--- src/rtl/decode_issue_stage.sv ---
// Decode/issue stage: splits instructions, reads operands from the register file and
// issues them to execute, stalling on RAW/WAW hazards tracked by a pending-write scoreboard.
module decode_issue_stage #(
    parameter int STALL_CNT_W = 16
) (
    input  logic                   clk,
    input  logic                   rst,
    input  logic                   clock_enable,
    input  logic                   in_valid,
    output logic                   in_ready,
    input  logic [15:0]            in_instr,
    output logic [2:0]             reg_read_addr_1,
    output logic [2:0]             reg_read_addr_2,
    input  logic [15:0]            reg_read_data_1,
    input  logic [15:0]            reg_read_data_2,
    input  logic                   wb_en,
    input  logic [2:0]             wb_dest,
    input  logic                   flush,
    output logic                   out_valid,
    input  logic                   out_ready,
    output logic [3:0]             out_op,
    output logic [2:0]             out_rd,
    output logic                   out_wr,
    output logic [15:0]            out_a,
    output logic [15:0]            out_b,
    output logic [15:0]            out_imm,
    output logic [STALL_CNT_W-1:0] stall_cycles
);

    logic [3:0] op;
    logic [2:0] rs1;
    logic [2:0] rs2;
    logic [2:0] rd;
    logic [5:0] imm6;

    assign op   = in_instr[15:12];
    assign rs1  = in_instr[11:9];
    assign rs2  = in_instr[8:6];
    assign rd   = in_instr[5:3];
    assign imm6 = in_instr[5:0];

    assign reg_read_addr_1 = rs1;
    assign reg_read_addr_2 = rs2;

    logic dec_reads_1;
    logic dec_reads_2;
    logic dec_wr;

    always_comb begin
        dec_reads_1 = 1'b0;
        dec_reads_2 = 1'b0;
        dec_wr      = 1'b0;
        if (op <= 4'h7) begin
            dec_reads_1 = 1'b1;
            dec_reads_2 = 1'b1;
            dec_wr      = 1'b1;
        end else begin
            case (op)
                4'h8: begin
                    dec_reads_1 = 1'b1;
                    dec_wr      = 1'b1;
                end
                4'h9, 4'hA, 4'hB: begin
                    dec_reads_1 = 1'b1;
                    dec_reads_2 = 1'b1;
                end
                default: ;
            endcase
        end
    end

    logic [7:0]             pending_reg;
    logic [7:0]             pending_next;
    logic                   out_valid_reg;
    logic [3:0]             out_op_reg;
    logic [2:0]             out_rd_reg;
    logic                   out_wr_reg;
    logic [15:0]            out_a_reg;
    logic [15:0]            out_b_reg;
    logic [15:0]            out_imm_reg;
    logic [STALL_CNT_W-1:0] stall_cycles_reg;

    // Writeback clears do not bypass: a register being written this cycle still stalls.
    logic hazard;
    assign hazard = in_valid & ((dec_reads_1 & pending_reg[rs1]) |
                                (dec_reads_2 & pending_reg[rs2]) |
                                (dec_wr      & pending_reg[rd]));

    assign in_ready = clock_enable & ~flush & ~hazard & (~out_valid_reg | out_ready);

    logic accept;
    assign accept = in_valid & in_ready;

    logic flush_held_wr;
    assign flush_held_wr = flush & out_valid_reg & out_wr_reg;

    // Per-register scoreboard bit; a set on the same edge as a clear wins.
    for (genvar gi = 0; gi < 8; gi++) begin : g_pending
        logic set_bit;
        logic clr_bit;
        assign set_bit = accept & dec_wr & (rd == 3'(gi));
        assign clr_bit = (wb_en & (wb_dest == 3'(gi))) |
                         (flush_held_wr & (out_rd_reg == 3'(gi)));
        assign pending_next[gi] = set_bit | (pending_reg[gi] & ~clr_bit);
    end

    always_ff @(posedge clk or posedge rst) begin
        if (rst) begin
            pending_reg <= '0;
        end else if (clock_enable) begin
            pending_reg <= pending_next;
        end
    end

    always_ff @(posedge clk or posedge rst) begin
        if (rst) begin
            out_valid_reg <= 1'b0;
            out_op_reg    <= '0;
            out_rd_reg    <= '0;
            out_wr_reg    <= 1'b0;
            out_a_reg     <= '0;
            out_b_reg     <= '0;
            out_imm_reg   <= '0;
        end else if (clock_enable) begin
            if (flush) begin
                out_valid_reg <= 1'b0;
            end else if (accept) begin
                out_valid_reg <= 1'b1;
                out_op_reg    <= op;
                out_rd_reg    <= rd;
                out_wr_reg    <= dec_wr;
                out_a_reg     <= reg_read_data_1;
                out_b_reg     <= reg_read_data_2;
                out_imm_reg   <= {{10{imm6[5]}}, imm6};
            end else if (out_ready) begin
                out_valid_reg <= 1'b0;
            end
        end
    end

    always_ff @(posedge clk or posedge rst) begin
        if (rst) begin
            stall_cycles_reg <= '0;
        end else if (clock_enable & hazard & ~(&stall_cycles_reg)) begin
            stall_cycles_reg <= stall_cycles_reg + 1'b1;
        end
    end

    assign out_valid    = out_valid_reg;
    assign out_op       = out_op_reg;
    assign out_rd       = out_rd_reg;
    assign out_wr       = out_wr_reg;
    assign out_a        = out_a_reg;
    assign out_b        = out_b_reg;
    assign out_imm      = out_imm_reg;
    assign stall_cycles = stall_cycles_reg;

endmodule

--- config.mk ---
export PLATFORM = sky130hd
export DESIGN_NAME = decode_issue_stage
export DESIGN_NICKNAME = d
export VERILOG_FILES = /design/src/rtl/decode_issue_stage.sv
export SDC_FILE = /design/constraint.sdc
export NUM_CORES = 1
export LEC_CHECK = 0
export ABC_CLOCK_PERIOD_IN_PS = 2200
export BUFFER_PORTS_ARGS = -buffer_cell sky130_fd_sc_hd__buf_2
export CAP_MARGIN = 10
export CORE_MARGIN = 2
export CORE_UTILIZATION = 48
export CTS_BUF_LIST = sky130_fd_sc_hd__clkbuf_16
export DETAILED_ROUTE_END_ITERATION = 8
export PLACE_DENSITY = 0.8
export SYNTH_ARGS = -nofsm -noshare
export SYNTH_HDL_FRONTEND = slang
export SYNTH_SLANG_ARGS = --single-unit
--- constraint.sdc ---
create_clock -name clk -period 2.2 [get_ports clk]
set_input_delay 0.11 -clock clk [delete_from_list [all_inputs] [get_ports clk]]
set_output_delay 0.11 -clock clk [all_outputs]
set_load 0.1 [all_outputs]
Word level (Yosys, flattened, before mapping). Index checks and enable logic that the tools add are counted.

Bits of input ports: 58. Flip-flop bits (word level): 71. Output and inout port bits: 80.

Equality and inequality tests: 25. Add/subtract/negate cells: 1. Reduce and logical (&&, ||, !) cells: 9. $lt $le $gt $ge: 4. Bitwise operators: 76. Multiplexer cells: 15.

Operator list (number): bitwise AND 1 bit (45); equality test 3 bit, second input constant (12); OR 1 bit (19); equality test 3 x 2 -> 1 bit, second input constant (6); adder 16 x 1 -> 16 bit, second input constant (1); equality test 4 bit, second input constant (4); AND reduction 16 bit (1); less-than comparator 3 x 4 -> 1 bit, second input constant (3); two-way mux 1 bit (12); NOT 1 bit (12); binary-select mux 1 bit (select 3 bit) (3); equality test 3 x 1 -> 1 bit, second input constant (3); logical NOT 3 bit (3); <= comparator 4 x 3 -> 1 bit, second input constant (1); OR reduction 4 bit (1); AND reduction 3 bit (1); nonzero test 3 bit (1); OR reduction 3 bit (1); AND reduction 2 bit (1).

Depth between registers and ports, before layout. Gate-level depths: netlist of run 1.

Word-level depth: 15. Mapped depth: 9. Depth with buffers taken out: 6.

Least setup slack after synthesis of run 1. Ideal clock, no wire load.

Kind: reg2reg. From: register stall_cycles_reg[4] (netlist: stall_cycles[4]). To: register stall_cycles_reg[1] (netlist: stall_cycles[1]). Clock period less this slack: 2.721 ns. Slack: -0.521 ns. Path buffers: 0. Cell stages (with the launch flop): 7. Arrival time: 2.592 ns. Required time: 2.072 ns. Cell sequence: dfrtp_1 > nand4_1 > nor2_1 > nand3_1 > o21ai_1 > or3_1 > mux2_1.

Word-level cells in the longest chain between the ends: 3.

Ends and longest elaborated chain: start, declared (RTL line 81) `logic [STALL_CNT_W-1:0] stall_cycles_reg;`; start signal, assigned (RTL line 145) `stall_cycles_reg <= stall_cycles_reg + 1'b1;`; AND reduction 16 bit (RTL line 144) `end else if (clock_enable & hazard & ~(&stall_cycles_reg)) begin`; NOT 1 bit (RTL line 144); bitwise AND 1 bit (RTL line 144).

No other way between the ends. A chain may end at the register's enable or synchronous reset.

Worst setup path after layout of run 1.
From: register pending_reg[3]. To: output port in_ready.

Word-level cells in the longest chain between the ends: 9.

Ends and longest elaborated chain: start, declared (RTL line 72) `logic [7:0] pending_reg;`; start signal, assigned (RTL line 111) `pending_reg <= pending_next;`; binary-select mux 1 bit (select 3 bit), on equally long branches (RTL line 85, 86); two-way mux 1 bit, on equally long branches (RTL line 85, 86); bitwise AND 1 bit, on equally long branches (RTL line 85, 86); OR 1 bit (RTL line 85) `assign hazard = in_valid & ((dec_reads_1 & pending_reg[rs1]) |`; OR 1 bit * (RTL line 86) `(dec_reads_2 & pending_reg[rs2]) |`; bitwise AND 1 bit * (RTL line 85); NOT 1 bit * (RTL line 89) `assign in_ready = clock_enable & ~flush & ~hazard & (~out_valid_reg | out_ready);`; bitwise AND 1 bit * (2 in a row) (RTL line 89); end, declared (RTL line 10) `output logic in_ready,`.

Mark *: on every way between the ends. The rest lies on a longest branch, timed or not. The select of a mux whose other input is x is not followed.

==> out/qor.yml, run 1 <==
path_class: "reg -> out"
nFillCells: 555
synth-edff-count: 0
chipHeight_um: 87.11
fmaxAchievable_ghz: 0.4574
maxSlewViolCount: 0
startpoint_type: "register"
synth_warnings: 0
ant_nets: 0
place.port_buffers: 137
pin_count: 138
wl_per_cell_um: 15.15
critPathArrivalTime_ns: 2.08
die_w_um: 87.11
hold_depth: 2
grt_max_degree: 51
p_leak_nw: 2.135
p_total_mw: 6.761
fin_crit_ns: 2.186
ys_top_cells_by_area: "dfrtp_1, mux2_2, buf_4"
cap_violations: 0
critPathCaptureType: "primary output"
grt_overflow: 0
hold_slack_ns: 0.01345
min_path_type: "in -> reg"
async_flop_share: 1.000
setup_viol: 0
numPlacedInstances: 474
finish.utilization: 0.6354
ff2ff_path_depth: 6
setup_tns_ns: 0
synth_cells: 280
cts_setup_buffers: 0
drcViolationCount: 0
ys_ff_latch: 68
fin_worst_skew_ns: 0.007540
seq_area_frac_synth: 0.5132
firstDrtPassIters: 4
place.gp.congestion: 0.9019
path_clk_slew_ns: 0.06
stdcell_area_um2: 4293
synth.cells.most_frequent: "dfrtp_1, mux2_2, buf_4, nand2_1"
synth.net_count: 339
cts_max_level: 3
place_ws_ns: 0.1115
grt_pass1_vias: 2561
nets: 465
place_area_um2: 3985
p_per_area_nw_per_um2: 1575
die_area_um2: 7588
grt_first_pass_wirelength_um: 11830
fin_ws_ns: 0.01358
post-synth-top-count-cell: "dfrtp_1"
num_antenna_cells: 0
cts_made_buffers: 9
layout-drive-gt1-share: 0.5401
cts_tree: "done"
rsz0062_at_grt: "yes"
via_per_inst: 5.375
row_count: 30
hpwlAfterDp_um: 5507
netlist.area_leader.share: 0.5132
hold_viol: 0
irDropWorstVdd_v: 0.001005
post_synth_num_cell_types: 37
multi_input_area_um2: 1405
tightestPinTransition_ns: 0.5032
cp_max_fo: 4
yosysTopAreaCell: "dfrtp_1"
synth_flop_cell: "dfrtp_1"
slew_headroom: 0.6668
synthesis.area_um2: 3316
area_delta_synth_final_pct: 29.47
start_util: 0.4907
wirelength_um: 7438
clock_latency_ns: 0.33
num_vias: 2639
regArea_um2: 1717
syn_avg_cell_area_um2: 11.84
cp.required_ns: 2.09
clk_root_buffer_cell: "clkbuf_16"
status: "completed"
ctsLongestPathBuffers: 2
drtIter0Drc: 167
antenna_found_initial: 0
fin_cells: 491
track_usage: 0.1995
finalCritPeriodShare: 0.9938
clkSinkCount: 68
coreArea_um2: 6756
==> placed cells by master, fill, tap and decap left out, types with 5 or more instances in the layout <==
| cell type | n |
|---|---|
| mux2_2 | 42 |
| buf_4 | 5 |
| buf_2 | 136 |
| dfrtp_2 | 12 |
| dfrtp_1 | 56 |
| nand2b_1 | 6 |
| nor2_1 | 6 |
| o21ai_0 | 13 |
| nor4_1 | 6 |
| nor3_1 | 9 |
| inv_1 | 6 |
| nand2_1 | 21 |
| mux2i_1 | 6 |
| clkbuf_16 | 9 |
| o22a_1 | 5 |
| xor2_1 | 13 |
| nand4_1 | 6 |
==> metal layers <==
| metal | part of all wire | GRT usage | vias up |
|---|---|---|---|
| li1 | - | - | 1250 |
| met1 | 0.43 | 0.2643 | 1275 |
| met2 | 0.48 | 0.3130 | 101 |
| met3 | 0.067 | 0.05403 | 13 |
| met4 | 0.017 | 0.07972 | 0 |
| met5 | 0 | 0 | - |
==> critical path, stage by stage, from the launching register on <==
cell	delay (ns)
dfrtp_1	0.41
mux4_2	0.47
mux2_2	0.29
nand2_2	0.08
and3_4	0.20
o21a_4	0.14
buf_12	0.17
==> worst paths after layout <==
check / startpoint / end / slack (ns)
max in group asynchronous: rst / out_b[8] / 1.18
worst max-delay path: pending_reg[3] / in_ready / 0.01
min in group asynchronous: rst / out_imm[0] / 0.31
worst min-delay path: in_instr[1] / out_imm[1] / 0.01
worst min register to register: stall_cycles[9] / stall_cycles[9] / 0.48
worst max register to register: pending_reg[3] / pending_reg[6] / 0.09
==> power by group <==
group          internal, mW  switching [mW]  leakage [nW]
clock network         0.764           0.529         0.132
logic                 0.576            3.11          1.17
registers              1.56           0.216         0.828
total                  2.90            3.86          2.14
==> area by class of cell <==
| type | instances | share of cell area |
|---|---|---|
| Clock inverter | 7 | 0.01195 |
| Multi-Input combinational cell | 176 | 0.3273 |
| Sequential cell | 68 | 0.3999 |
| Tap cell | 80 | 0.02332 |
| Inverter | 7 | 0.006121 |
| Clock buffer | 9 | 0.05246 |
| Timing Repair Buffer | 144 | 0.1790 |
==> cell families (layout without fill, tap and decap cells) <==
kind of cell               Yosys count  after routing  synth area share
xor gates and xnor gates            15             15           0.03962
adders and majority gates            1              1          0.003773
and+or+nand+nor                     73             73            0.1151
DFF                                 68             68            0.5132
AOI/OAI and AO/OA                   35             35           0.07396
buffers and inverters               36            167           0.06981
muxes                               52             52            0.1845
==> what timing repair did <==
item,in CTS,in global routing
endpoints found under the hold margin,17,0
hold buffers,1,0
setup endpoints to repair,1,3
resized for setup,2,2
Power figures use the tool's default switching activity.
==> run 2: changes to the inputs <==
HOLD_SLACK_MARGIN = 0.06   (was default)
==> out/qor.yml, run 2 (synthesized netlist as in run 1, its figures left out) <==
status: "completed"
p_leak_nw: 2.281  # +6.8%
maxSlewViolCount: 0  # unchanged
clock_latency_ns: 0.32  # about the same
p_total_mw: 6.838  # +1.1%
num_vias: 2785  # +5.5%
place.port_buffers: 137  # unchanged
track_usage: 0.2170  # +0.01745
cts_max_level: 3  # unchanged
clkSinkCount: 68  # unchanged
hold_depth: 2  # unchanged
critPathLaunch: "pending_reg[3]"
path_clk_slew_ns: 0.05  # about the same
cp.required_ns: 2.09  # about the same
rr_endpoint: "pending_reg[0]"
place.gp.congestion: 0.9019  # unchanged
crit_path_end: "in_ready"
cp_top_family: "multiplexers"
via_per_inst: 5.295  # -1.5%
min_path_type: "in -> reg"
startpoint_type: "register"
timing.critical_path.buf_inv: 1  # unchanged
wl_per_cell_um: 15.49  # +2.3%
irDropWorstVdd_v: 0.001018  # +1.3%
grt_max_degree: 51  # unchanged
fmaxAchievable_ghz: 0.4579  # +0.12%
cpPeakStageDelay_ns: 0.47  # about the same
p_per_area_nw_per_um2: 1473  # -6.5%
critPathArrivalTime_ns: 2.07  # about the same
grt_pass1_vias: 2741  # +7.0%
start_util: 0.4907  # unchanged
slew_headroom: 0.6664  # about the same
ant_nets: 0  # unchanged
r2r_slack_ns: 0.09  # about the same
clk_root_buffer_cell: "clkbuf_16"
crit_slowest_cell: "mux4_2"
die_area_um2: 7588  # unchanged
hpwlAfterDp_um: 5507  # unchanged
coreArea_um2: 6756  # unchanged
fin_worst_skew_ns: 0.008681  # +0.001141 ns
antenna_found_initial: 0  # unchanged
pin_count: 138  # unchanged
ctsLongestPathBuffers: 2  # unchanged
wirelength_um: 8148  # +9.5%
cts_tree: "done"
firstDrtPassIters: 4  # unchanged
worstPathCellList: "mux4_2, mux2_2, nand2_2, and3_4, o21a_4, buf_12"
path_class: "reg -> out"
drcViolationCount: 0  # unchanged
critPathCaptureType: "primary output"
grt_overflow: 0  # unchanged
path_depth: 6  # unchanged
die_w_um: 87.11  # unchanged
rsz0062_at_grt: "yes"
finish.utilization: 0.6872  # +0.05185
grt_first_pass_wirelength_um: 12800  # +8.2%
ff2ff_path_depth: 6  # unchanged
fin_crit_ns: 2.184  # -0.002562 ns
layout-drive-gt1-share: 0.4978  # -0.04239
setup_viol: 0  # unchanged
cp_max_fo: 4  # unchanged
cts_made_buffers: 9  # unchanged
cap_violations: 0  # unchanged
mostFrequentLayoutCell: "buf_2"
drtIter0Drc: 139  # -17%
finalCritPeriodShare: 0.9927  # -0.001164
chipHeight_um: 87.11  # unchanged
row_count: 30  # unchanged
nFillCells: 505  # -9.0%
cts_setup_buffers: 0  # unchanged
area_delta_synth_final_pct: 40.04
tightestPinTransition_ns: 0.5039  # +0.0006505 ns
nets: 500  # +7.5%
layout_common_cells: "buf_2, dfrtp_1, mux2_2"
r2r-start: "pending_reg[3]"
num_antenna_cells: 0  # unchanged
multi_input_area_um2: 1405  # unchanged
hold_viol: 0  # unchanged
regArea_um2: 1717  # unchanged
-- run 2: cell types whose count changed in the layout (fill, tap and decap cells not counted) --
cell,previous run,this run
dlygate4sd3_1,1,36
-- run 2: what timing repair did --
| item | in CTS | in global routing |
|---|---|---|
| hold endpoints to repair | 52 | 0 |
| gates resized for setup | 2 | 2 |
| endpoints found under the setup margin | 1 | 2 |
| hold buffers | 36 | 0 |
-- run 2: final cells by class --
type,instances,area share
multi-input cells,176,0.3026
repair buffers,179,0.2409
well taps,80,0.02156
inverters,7,0.005659
clock inverters,7,0.01105
flip-flops and latches,68,0.3697
clock buffers,9,0.04850
-- run 2: metal layers --
metal,vias to the layer above,wire [µm],global-route usage
met5,-,0,0
met4,0,128,0.08112
met3,10,454,0.04929
met2,104,4213,0.3636
met1,1350,3351,0.2752
li1,1321,-,-
-- run 2: how the worst min path moves through the flow --
stage | end | slack, ns | startpoint
2_1_floorplan | pending_reg[6] | 0.25 | in_instr[4]
3_3_place_gp | out_imm[0] | 0.11 | rst
3_5_place_dp | out_imm[0] | 0.12 | rst
4_1_cts | out_op[0] | 0.06 | in_instr[12]
5_1_grt | out_op[0] | 0.07 | in_instr[12]
6_report | out_op[0] | 0.07 | in_instr[12]
-- run 2: worst register-to-register path, cell delays in order, from the launching register on --
cell	delay (ns)
dfrtp_1	0.41
mux4_2	0.47
mux2_2	0.28
nand2_2	0.08
nand4b_1	0.16
or3_1	0.42
o31ai_2	0.20
-- run 2: stage by stage --
stage / cell area, µm² / worst slack [ns] / hold WS (ns) / std cells / setup TNS (ns)
after global routing: 4643 / -0.04730 / 0.07248 / 526 / -0.05114
after floorplan: 3332 / -0.1827 / 0.2479 / 280 / -0.1827
after global placement: 3985 / 0.1473 / 0.1085 / 474 / 0
after CTS: 4634 / 0.005784 / 0.06128 / 526 / 0
after detailed placement: 3985 / 0.1115 / 0.1173 / 474 / 0
final: 4643 / 0.01614 / 0.06908 / 526 / 0
-- run 2: where the power goes --
group / leakage [nW] / switching (mW) / total (mW) / internal (mW)
clock: 0.132 / 0.537 / 1.30 / 0.765
combinational: 1.32 / 3.13 / 3.75 / 0.617
sequential: 0.828 / 0.223 / 1.78 / 1.56
